===== src/rtl/addsub_pipe_pkg.sv =====
// Shared constants for the pipelined adder/subtractor: default geometry,
// mode encodings and the stage-count derivation.
package addsub_pipe_pkg;

  localparam int DEF_WIDTH = 8;
  localparam int DEF_SEG   = 4;

  localparam logic MODE_ADD = 1'b0;
  localparam logic MODE_SUB = 1'b1;

  function automatic int calc_stages(input int width, input int seg);
    return width / seg;
  endfunction

endpackage


===== src/rtl/addsub_pipe_if.sv =====
// Operand/result handshake bundle between a producer/consumer and addsub_pipe.
interface addsub_pipe_if
  import addsub_pipe_pkg::*;
#(
  parameter int WIDTH = DEF_WIDTH
) ();

  logic             in_valid;
  logic             in_ready;
  logic [WIDTH-1:0] A;
  logic [WIDTH-1:0] B;
  logic             Cin;
  logic             sub;
  logic             out_valid;
  logic             out_ready;
  logic [WIDTH-1:0] S;
  logic             Cout;
  logic             ovfl;

  modport master (
    output in_valid, A, B, Cin, sub, out_ready,
    input  in_ready, out_valid, S, Cout, ovfl
  );

  modport slave (
    input  in_valid, A, B, Cin, sub, out_ready,
    output in_ready, out_valid, S, Cout, ovfl
  );

endinterface


===== src/rtl/addsub_pipe_slice.sv =====
// SEG-bit ripple-carry slice built from full-adder cells; also exposes the
// carry into its MSB so the top slice can flag signed overflow.
module addsub_pipe_slice #(
  parameter int SEG = 4
) (
  input  logic [SEG-1:0] a_i,
  input  logic [SEG-1:0] b_i,
  input  logic           c_i,
  output logic [SEG-1:0] s_o,
  output logic           co_o,
  output logic           cmsb_o
);

  logic [SEG:0] c;

  assign c[0] = c_i;

  for (genvar i = 0; i < SEG; i++) begin : g_fa
    assign s_o[i]   = a_i[i] ^ b_i[i] ^ c[i];
    assign c[i+1]   = (a_i[i] & b_i[i]) | (c[i] & (a_i[i] ^ b_i[i]));
  end

  assign co_o   = c[SEG];
  assign cmsb_o = c[SEG-1];

endmodule


===== src/rtl/addsub_pipe.sv =====
// Pipelined WIDTH-bit adder/subtractor: one SEG-bit ripple slice per stage,
// all stages advancing together under a single valid/ready enable.
module addsub_pipe
  import addsub_pipe_pkg::*;
#(
  parameter int WIDTH = DEF_WIDTH,
  parameter int SEG   = DEF_SEG
) (
  input  logic         clk,
  input  logic         rst_n,
  addsub_pipe_if.slave bus
);

  localparam int STAGES = calc_stages(WIDTH, SEG);

  if ((WIDTH % SEG) != 0 || STAGES < 1) begin : g_bad_geometry
    $error("addsub_pipe: WIDTH must be a non-zero multiple of SEG");
  end

  logic             adv;
  logic             is_sub;
  logic             cin0;
  logic [WIDTH-1:0] b_eff;

  logic [WIDTH-1:0] a_q   [STAGES];
  logic [WIDTH-1:0] b_q   [STAGES];
  logic [WIDTH-1:0] sum_q [STAGES];
  logic             cy_q  [STAGES];
  logic             vld_q [STAGES];
  logic             co_w  [STAGES];
  logic             cmsb_w[STAGES];
  logic             ovfl_q;

  // Whole pipe moves as one; an empty output register never blocks.
  assign adv          = bus.out_ready | ~vld_q[STAGES-1];
  assign bus.in_ready = adv;

  // Subtraction is A + ~B + 1, so invert B once here and force carry-in.
  assign is_sub = (bus.sub == MODE_SUB);
  assign b_eff  = bus.B ^ {WIDTH{is_sub}};
  assign cin0   = is_sub ? 1'b1 : bus.Cin;

  for (genvar k = 0; k < STAGES; k++) begin : g_stage
    localparam int LO = k * SEG;

    logic [WIDTH-1:0] a_in;
    logic [WIDTH-1:0] b_in;
    logic [WIDTH-1:0] sum_in;
    logic [WIDTH-1:0] sum_d;
    logic [SEG-1:0]   s_seg;
    logic             c_in;
    logic             v_in;

    if (k == 0) begin : g_head
      assign a_in   = bus.A;
      assign b_in   = b_eff;
      assign sum_in = '0;
      assign c_in   = cin0;
      assign v_in   = bus.in_valid;
    end else begin : g_body
      assign a_in   = a_q[k-1];
      assign b_in   = b_q[k-1];
      assign sum_in = sum_q[k-1];
      assign c_in   = cy_q[k-1];
      assign v_in   = vld_q[k-1];
    end

    addsub_pipe_slice #(.SEG(SEG)) u_slice (
      .a_i    (a_in[LO +: SEG]),
      .b_i    (b_in[LO +: SEG]),
      .c_i    (c_in),
      .s_o    (s_seg),
      .co_o   (co_w[k]),
      .cmsb_o (cmsb_w[k])
    );

    always_comb begin
      sum_d            = sum_in;
      sum_d[LO +: SEG] = s_seg;
    end

    // ---- stage k register boundary ----
    always_ff @(posedge clk or negedge rst_n) begin
      if (!rst_n) begin
        vld_q[k] <= 1'b0;
        cy_q[k]  <= 1'b0;
        sum_q[k] <= '0;
      end else if (adv) begin
        vld_q[k] <= v_in;
        cy_q[k]  <= co_w[k];
        sum_q[k] <= sum_d;
      end
    end

    always_ff @(posedge clk) begin
      if (adv) begin
        a_q[k] <= a_in;
        b_q[k] <= b_in;
      end
    end
  end

  // ---- output register boundary: overflow from the top slice ----
  always_ff @(posedge clk or negedge rst_n) begin
    if (!rst_n) begin
      ovfl_q <= 1'b0;
    end else if (adv) begin
      ovfl_q <= cmsb_w[STAGES-1] ^ co_w[STAGES-1];
    end
  end

  assign bus.out_valid = vld_q[STAGES-1];
  assign bus.S         = sum_q[STAGES-1];
  assign bus.Cout      = cy_q[STAGES-1];
  assign bus.ovfl      = ovfl_q;

endmodule


===== src/flat_wrapper.sv =====
// flat-port wrapper written by rule: the top's interface ports become plain ports
module addsub_pipe_flat import addsub_pipe_pkg::*;
#(
  parameter int WIDTH = DEF_WIDTH,
  parameter int SEG   = DEF_SEG
)
  (clk, rst_n, bus_in_valid, bus_A, bus_B, bus_Cin, bus_sub, bus_out_ready, bus_in_ready, bus_out_valid, bus_S, bus_Cout, bus_ovfl);
  addsub_pipe_if #(.WIDTH(WIDTH)) bus_i ();
  input  logic clk;
  input  logic rst_n;
  input wire logic [$bits(bus_i.in_valid)-1:0] bus_in_valid;
  input wire logic [$bits(bus_i.A)-1:0] bus_A;
  input wire logic [$bits(bus_i.B)-1:0] bus_B;
  input wire logic [$bits(bus_i.Cin)-1:0] bus_Cin;
  input wire logic [$bits(bus_i.sub)-1:0] bus_sub;
  input wire logic [$bits(bus_i.out_ready)-1:0] bus_out_ready;
  output wire logic [$bits(bus_i.in_ready)-1:0] bus_in_ready;
  output wire logic [$bits(bus_i.out_valid)-1:0] bus_out_valid;
  output wire logic [$bits(bus_i.S)-1:0] bus_S;
  output wire logic [$bits(bus_i.Cout)-1:0] bus_Cout;
  output wire logic [$bits(bus_i.ovfl)-1:0] bus_ovfl;
  assign bus_i.in_valid = bus_in_valid;
  assign bus_i.A = bus_A;
  assign bus_i.B = bus_B;
  assign bus_i.Cin = bus_Cin;
  assign bus_i.sub = bus_sub;
  assign bus_i.out_ready = bus_out_ready;
  assign bus_in_ready = bus_i.in_ready;
  assign bus_out_valid = bus_i.out_valid;
  assign bus_S = bus_i.S;
  assign bus_Cout = bus_i.Cout;
  assign bus_ovfl = bus_i.ovfl;
  addsub_pipe #(.WIDTH(WIDTH), .SEG(SEG)) u_core (.clk(clk), .rst_n(rst_n), .bus(bus_i));
endmodule

===== config.mk =====
export PLATFORM = sky130hd
export DESIGN_NAME = addsub_pipe_flat
export DESIGN_NICKNAME = d
export VERILOG_FILES = /design/src/rtl/addsub_pipe_pkg.sv /design/src/rtl/addsub_pipe_if.sv /design/src/rtl/addsub_pipe_slice.sv /design/src/rtl/addsub_pipe.sv /design/src/flat_wrapper.sv
export SDC_FILE = /design/constraint.sdc
export NUM_CORES = 1
export LEC_CHECK = 0
export CORE_AREA = 2 2 58 60
export CTS_CLUSTER_DIAMETER = 30
export DETAILED_ROUTE_END_ITERATION = 6
export DIE_AREA = 0 0 60 62
export PLACE_DENSITY_LB_ADDON = 0.05
export SYNTH_ARGS = -nofsm -noshare
export SYNTH_HDL_FRONTEND = slang
export SYNTH_HIERARCHICAL = 1
export SYNTH_SLANG_ARGS = --single-unit

===== constraint.sdc =====
create_clock -name clk -period 2.2 [get_ports clk]
set_input_delay 0.44 -clock clk [delete_from_list [all_inputs] [get_ports clk]]
set_output_delay 0.44 -clock clk [all_outputs]
set_load 0.01 [all_outputs]

# After elaboration in Yosys (flattened, before gate mapping)
# Memories as Yosys holds them, arrays and structs flattened.
# Index checks and enable logic that the tools add are counted.
[totals]
out_inout_bits = 12
input_bits = 22
regBits = 17
n_memories = 2
wordCells = 56
ram_bits = 32
[memory_table]
columns = ["memory", "depth", "width", "read_ports", "rd_clocked_by_memory_dff", "write_ports", "line_no", "source"]
rows = [
  ["u_core.a_q", 2, 8, 1, 0, 2, "addsub_pipe.sv:25", "logic [WIDTH-1:0] a_q [STAGES];"],
  ["u_core.b_q", 2, 8, 1, 0, 2, "addsub_pipe.sv:26", "logic [WIDTH-1:0] b_q [STAGES];"],
]
[op_classes]
n_mux = 3
n_bitwise = 44
[op_table]
columns = ["cell", "count"]
rows = [
  ["bitwise XOR 1 bit", 17],
  ["AND 1 bit", 16],
  ["bitwise OR 1 bit", 9],
  ["bitwise XOR 8 bit", 1],
  ["two-way mux 1 bit", 3],
  ["NOT 1 bit", 1],
]

# Depth between registers and ports, before layout
# Gate-level depths: netlist (run 1).
# An unclocked memory read counts as a cell.
[depth]
depth_word = 11
mapped_depth = 9
depth_no_buf = 8

# By module
# Netlist (run 1), hierarchy kept.
[by_module_without_submodules]
columns = ["mod", "area_per_inst_um2", "n_inst", "cells_per_inst", "seq_area_each_um2"]
rows = [
  ["addsub_pipe", 1017.2, 1, 56, 665.6],
  ["addsub_pipe_slice", 110.1, 2, 12, 0.0],
]

# Worst setup path after synthesis (run 1)
# No wires, ideal clock.
[synth_timing]
kind = "input port to flip-flop"
startpoint = "input bus_sub"
endpoint = "register u_core.sum_q (netlist bit u_core/g_stage[1].sum_in[3])"
arrival_time_ns = 2.506
setup_slack_ns = -0.431
required_time_ns = 2.075
setup_ns = 0.125
path_stages = 9
n_path_buf = 1
cell_sequence = "buf_2 > xor2_1 > fa_1 > inv_1 > fa_1 > fa_1 > inv_1 > fa_1 > mux2_2"
[synth_lines]
columns = ["item", "line_no", "source"]
rows = [
  ["start: declaration", "flat_wrapper.sv:15", "input wire logic [$bits(bus_i.sub)-1:0] bus_sub;"],
  ["end signal: indexed assignment", "addsub_pipe.sv:91", "sum_q[k] <= sum_d;"],
  ["end: declaration", "addsub_pipe.sv:27", "logic [WIDTH-1:0] sum_q [STAGES];"],
]

==> impl_metrics.tcl, run 1 <==
set metrics [dict create \
    status "complete, no violations" \
    leakagePower_nw 0.7651 \
    r2r_cells 7 \
    fin_area_um2 1698 \
    grt_pass1_wl_mm 3.263 \
    tightest_slew_ns 0.4240 \
    start_util 0.3892 \
    synth_cells 80 \
    setup_viol 0 \
    yosysSeqAreaShare 0.5379 \
    die_height_um 62 \
    power_switching_mw 0.3907 \
    die_x_um 60 \
    finish.utilization 0.5340 \
    synth_nets 110 \
    worstSkewPairLatency_ns 0.31 \
    path_class "flop to flop" \
    yosys_warnings 6 \
    routed_wl_mm 1.996 \
    root_buffer "clkbuf_4" \
    ant_nets 0 \
    cts_max_level 1 \
    stdcell_count 165 \
    p_seq_frac 0.474 \
    min_path_type "input port to async pin" \
    place.gp.congestion 0.7517 \
    grt_pass1_vias 706 \
    period_needed_ns 2.189 \
    slew-limit-headroom 0.7165 \
    fill_cells 278 \
    cts_tree "done" \
    max_freq_mhz 456.9 \
    dp.cells 161 \
    synth_area_um2 1237 \
    diodes 0 \
    syn2layout_area_growth_pct 37.21 \
    synth_cell_types 13 \
    crit_fanout 2 \
    grt_usage 0.1228 \
    port_buffers 33 \
    antenna_found_initial 0 \
    ys_ff_latch 25 \
    final.setup.worst_slack_ns 0.01135 \
    cts_buffers 3 \
    r2r_start "u_core/g_stage[1].c_in" \
    slew_viol_final 0 \
    cts_buffer_depth 2 \
    finClkSkew_ns 0.001082 \
    rsz0062_at_grt "yes" \
    dieArea_um2 3720 \
    vdd_drop_max_mv 0.2759 \
    drt-vias-per-instance 4.139 \
    max_cap_violations 0 \
    rows 21 \
    cts.sinks 25 \
    hold_viol 0 \
    core_area_um2 3179 \
    reg2reg_slack_ns 0.01 \
    fin_crit_sh 0.9948 \
    drc 0 \
    grt_overflow 0 \
    dpl.hpwl_mm 1.511 \
    worst_ep_arrival_time_ns 2.40 \
    total_power_mw 1.431 \
    pwr-share-comb 0.387 \
    first_iter_violations 25 \
    syn_avg_cell_area_um2 15.47 \
    nets 150 \
    worstReg2RegEnd "u_core/bus.S[7]" \
    cp-end-kind "flop" \
    fin_tns_setup_ns 0 \
    drive_gt1_frac 0.3613 \
    io_pins 34 \
    dr_total_vias 683 \
    cp-start-kind "flop" \
    powerDensity_nw_per_um2 842.9 \
    dpl_cell_area_um2 1642 \
    holdWs_ns 0.4133 \
    dpl_worst_slack_ns -0.8159 \
    avgRoutedWirePerCell_um 12.10 \
    switching_share 0.2730 \
    cp_data_required_time_ns 2.41 \
    grt_max_degree 26 \
    clk_pin_slew_ns 0.13 \
    cellInternalPower_mw 1.040 \
    first_pass_iters 5 \
    power_frac_clock 0.140 \
    cts_hold_buf 0 \
]
==> cells in the mapped netlist <==
cell type	number	area (µm²)
buf_6	1	11.26
edfxtp_1	8	240.2
buf_2	1	5.000
buf_12	1	20.02
dfrtp_1	17	425.4
nand2b_1	1	6.260
mux2_2	8	90.09
xor2_1	9	78.83
mux2_4	8	120.1
fa_1	8	160.2
or2_2	1	6.260
nand2b_4	1	13.76
inv_1	16	60.06
==> worst max-delay path, stage by stage, from the launching register on <==
cell     delay (ns)
dfrtp_1        0.42
fa_2           0.21
inv_2          0.04
fa_2           0.33
fa_2           0.34
inv_2          0.07
fa_2           0.42
mux2_4         0.26
==> what timing repair did <==
action | 4_1_cts | 5_1_grt
gates cloned | 0 | 0
pin swaps | 7 | 7
gates resized for setup | 19 | 11
hold endpoints to repair | 0 | 0
buffers inserted | 0 | 0
endpoints found under the setup margin | 5 | 4
==> sequential cells by signal (all words and copies together), names as in the netlist <==
| register | cells |
|---|---|
| u_core/bus.out_valid | 1 |
| u_core/g_stage.sum_in | 4 |
| u_core/g_stage.v_in | 1 |
| u_core/g_stage.c_in | 1 |
| u_core/a_q | 4 |
| u_core/bus.Cout | 1 |
| u_core/bus.S | 8 |
| u_core/b_q | 4 |
| u_core/bus.ovfl | 1 |
==> metal layers <==
metal | share of wire | vias up | track usage
met1 | 0.45 | 341 | 0.1676
met3 | 0.031 | 0 | 0.01242
met5 | 0 | - | 0
li1 | - | 323 | -
met2 | 0.51 | 19 | 0.1988
met4 | 0 | 0 | 0.05714
==> power groups by stage <==
| stage | Clock (mW) | Combinational (mW) | Sequential, mW |
|---|---|---|---|
| after detailed placement | 0 | 0.541 | 0.687 |
| final | 0.200 | 0.554 | 0.678 |
| after global routing | 0.224 | 0.612 | 0.699 |
| after floorplan | 0 | 0.252 | 0.716 |
| after global placement | 0 | 0.537 | 0.685 |
| after CTS | 0.213 | 0.547 | 0.678 |
==> worst max-delay path by stage <==
stage / start / endpoint / depth (start not counted)
floorplan: bus_sub / u_core/g_stage[1].sum_in[3] / 9
global placement: bus_sub / u_core/g_stage[1].sum_in[3] / 9
detailed placement: bus_sub / u_core/g_stage[1].sum_in[3] / 9
CTS: u_core/a_q[0][4] / u_core/bus.ovfl / 8
global route: u_core/g_stage[1].c_in / u_core/bus.S[7] / 7
finish: u_core/g_stage[1].c_in / u_core/bus.S[7] / 7
==> cells in the final DEF (no fill, tap or decap), drive strengths merged <==
cell,netlist,layout
fa,8,8
clkdlybuf4s50,0,27
nand2b,2,2
dfrtp,17,17
inv,16,16
dlymetal6s2s,0,1
xor2,9,9
dlygate4sd2,0,2
clkbuf,0,3
clkinv,0,1
or2,1,1
mux2,16,16
edfxtp,8,8
buf,3,8
==> logic make-up (layout without fill, tap and decap cells) <==
| family | Yosys count | count (layout) | share of synthesized area |
|---|---|---|---|
| buf+inv | 19 | 58 | 0.07785 |
| simple gates | 3 | 3 | 0.02124 |
| xor+xnor | 9 | 9 | 0.06370 |
| fa+ha+maj | 8 | 8 | 0.1294 |
| mux | 16 | 16 | 0.1699 |
| flops | 25 | 25 | 0.5379 |
==> cell type report <==
class / instances / area [µm²] / share of cell area
flip-flops and latches: 25 / 665.6 / 0.3920
repair buffers: 38 / 365.4 / 0.2152
multi-input cells: 36 / 521.8 / 0.3073
clock inverters: 1 / 5.005 / 0.002948
inverters: 16 / 60.06 / 0.03537
clock buffers: 3 / 22.52 / 0.01326
well taps: 46 / 57.56 / 0.03390
Note: power is estimated with default switching activity, not from simulation.
==> inputs of run 2 (changes only) <==
Settings changed: ABC_CLOCK_PERIOD_IN_PS from default to 2200, CAP_MARGIN from default to 10, RECOVER_POWER from default to 25.
==> impl_metrics.tcl, run 2 (synthesis results as in run 1) <==
set metrics [dict create \
    leakagePower_nw 0.7670 \
    cpMaxStageDelayCell "dfrtp_1" \
    nets 150 \
    clk_pin_slew_ns 0.13 \
    cts_max_level 1 \
    port_buffers 33 \
    finish.utilization 0.5340 \
    min_path_type "input port to async pin" \
    cp_data_required_time_ns 2.41 \
    start_util 0.3892 \
    fin_crit_sh 0.9948 \
    die_x_um 60 \
    grt_max_degree 26 \
    cellInternalPower_mw 1.038 \
    syn2layout_area_growth_pct 37.21 \
    path_class "flop to flop" \
    worstSkewPairLatency_ns 0.31 \
    fill_cells 278 \
    cp-start-kind "flop" \
    place.gp.congestion 0.7517 \
    cts_buffer_depth 2 \
    p_seq_frac 0.474 \
    final_common_cell "clkdlybuf4s50_1" \
    rows 21 \
    drt-vias-per-instance 4.139 \
    ant_nets 0 \
    max_freq_mhz 456.9 \
    tightest_slew_ns 0.4291 \
    core_area_um2 3179 \
    status "complete, no violations" \
    r2r_start "u_core/g_stage[1].c_in" \
    holdWs_ns 0.4782 \
    crit_top_cell "fa_2" \
    final_cell_mix "20 x clkdlybuf4s50_1, 17 x dfrtp_1, 11 x inv_1, 10 x mux2_4" \
    cts_tree "done" \
    reg2reg_slack_ns 0.01 \
    grt_pass1_wl_mm 3.263 \
    largest_reg_flops 8 \
    grt_overflow 0 \
    dp.cells 161 \
    dr_total_vias 683 \
    drive_gt1_frac 0.3613 \
    crit_path_cell_trace "fa_2, inv_2, fa_2, fa_2, inv_2, fa_2, mux2_4" \
    total_power_mw 1.429 \
    power_switching_mw 0.3907 \
    worstReg2RegEnd "u_core/bus.S[7]" \
    first_iter_violations 25 \
    pwr-share-comb 0.386 \
    cts_buffers 3 \
    slowest_delay_ns 0.42 \
    crit_fanout 2 \
    setup_viol 0 \
    root_buffer "clkbuf_4" \
    max_cap_violations 0 \
    rsz0062_at_grt "yes" \
    die_height_um 62 \
    cp-end-kind "flop" \
    switching_share 0.2735 \
    slew_viol_final 0 \
    antenna_found_initial 0 \
    avgRoutedWirePerCell_um 12.08 \
    finClkSkew_ns 0.001082 \
    cts.sinks 25 \
    hold_viol 0 \
    grt_usage 0.1228 \
    slew-limit-headroom 0.7130 \
    drc 0 \
    power_frac_clock 0.140 \
    diodes 0 \
    vdd_drop_max_mv 0.2757 \
    period_needed_ns 2.189 \
    grt_pass1_vias 706 \
    routed_wl_mm 1.993 \
    dieArea_um2 3720 \
    stdcell_count 165 \
    worst_ep_arrival_time_ns 2.40 \
    io_pins 34 \
    dpl.hpwl_mm 1.511 \
    first_pass_iters 5 \
    powerDensity_nw_per_um2 841.4 \
    r2r_cells 7 \
]
## run 2: worst max-delay path by stage
stage	startpoint	slack [ns]	cells after the start	to
finish	u_core/g_stage[1].c_in	0.01	7	u_core/bus.S[7]
global route	u_core/g_stage[1].c_in	-0.06	7	u_core/bus.S[7]
CTS	u_core/a_q[0][4]	-0.05	8	u_core/bus.ovfl
detailed placement	bus_sub	-0.82	9	u_core/g_stage[1].sum_in[3]
global placement	bus_sub	-0.73	9	u_core/g_stage[1].sum_in[3]
floorplan	bus_sub	-0.24	9	u_core/g_stage[1].sum_in[3]
## run 2: final cells by class
class	instances	area (µm²)	area share
multi-input combinational	36	521.8	0.3073
sequential	25	665.6	0.3920
clock buffer	3	22.52	0.01326
clock inverter	1	5.005	0.002948
tap	46	57.56	0.03390
timing repair buffer	38	365.4	0.2152
inverter	16	60.06	0.03537
## run 2: power groups by stage
stage	registers (mW)	logic, mW	clock network, mW
after floorplan	0.716	0.252	0
final	0.678	0.551	0.200
after global placement	0.685	0.537	0
after CTS	0.678	0.547	0.213
after detailed placement	0.687	0.541	0
after global routing	0.699	0.609	0.224
## run 2: through the flow
stage	setup slack, ns	cell area (µm²)	TNS, ns
floorplan	-0.2386	1267	-0.3954
global placement	-0.7322	1642	-2.050
detailed placement	-0.8159	1642	-2.250
CTS	-0.04600	1664	-0.07100
global route	-0.05535	1698	-0.06766
finish	0.01135	1698	0
## run 2: what timing repair did
action	CTS	global route
hold buffers	0	0
hold endpoints to repair	0	0
cloned	0	0
setup buffers	0	0
gates resized for setup	19	11
pin swaps	7	7
endpoints found under the setup margin	5	4
## run 2: worst max-delay path, delay by kind of cell, from the launching register on
kind                     cells  cell delay, ns
flip-flops                   1            0.42
adder cells (fa/ha/maj)      4            1.30
buffers and inverters        2            0.11
multiplexers                 1            0.26
## run 2: routing by layer
layer  global-route usage  share of wire  wire length [µm]
met5                    0              0                 0
met4              0.05714              0                 0
met3              0.01242          0.030                60
met2               0.1988           0.51              1026
met1               0.1676           0.45               906
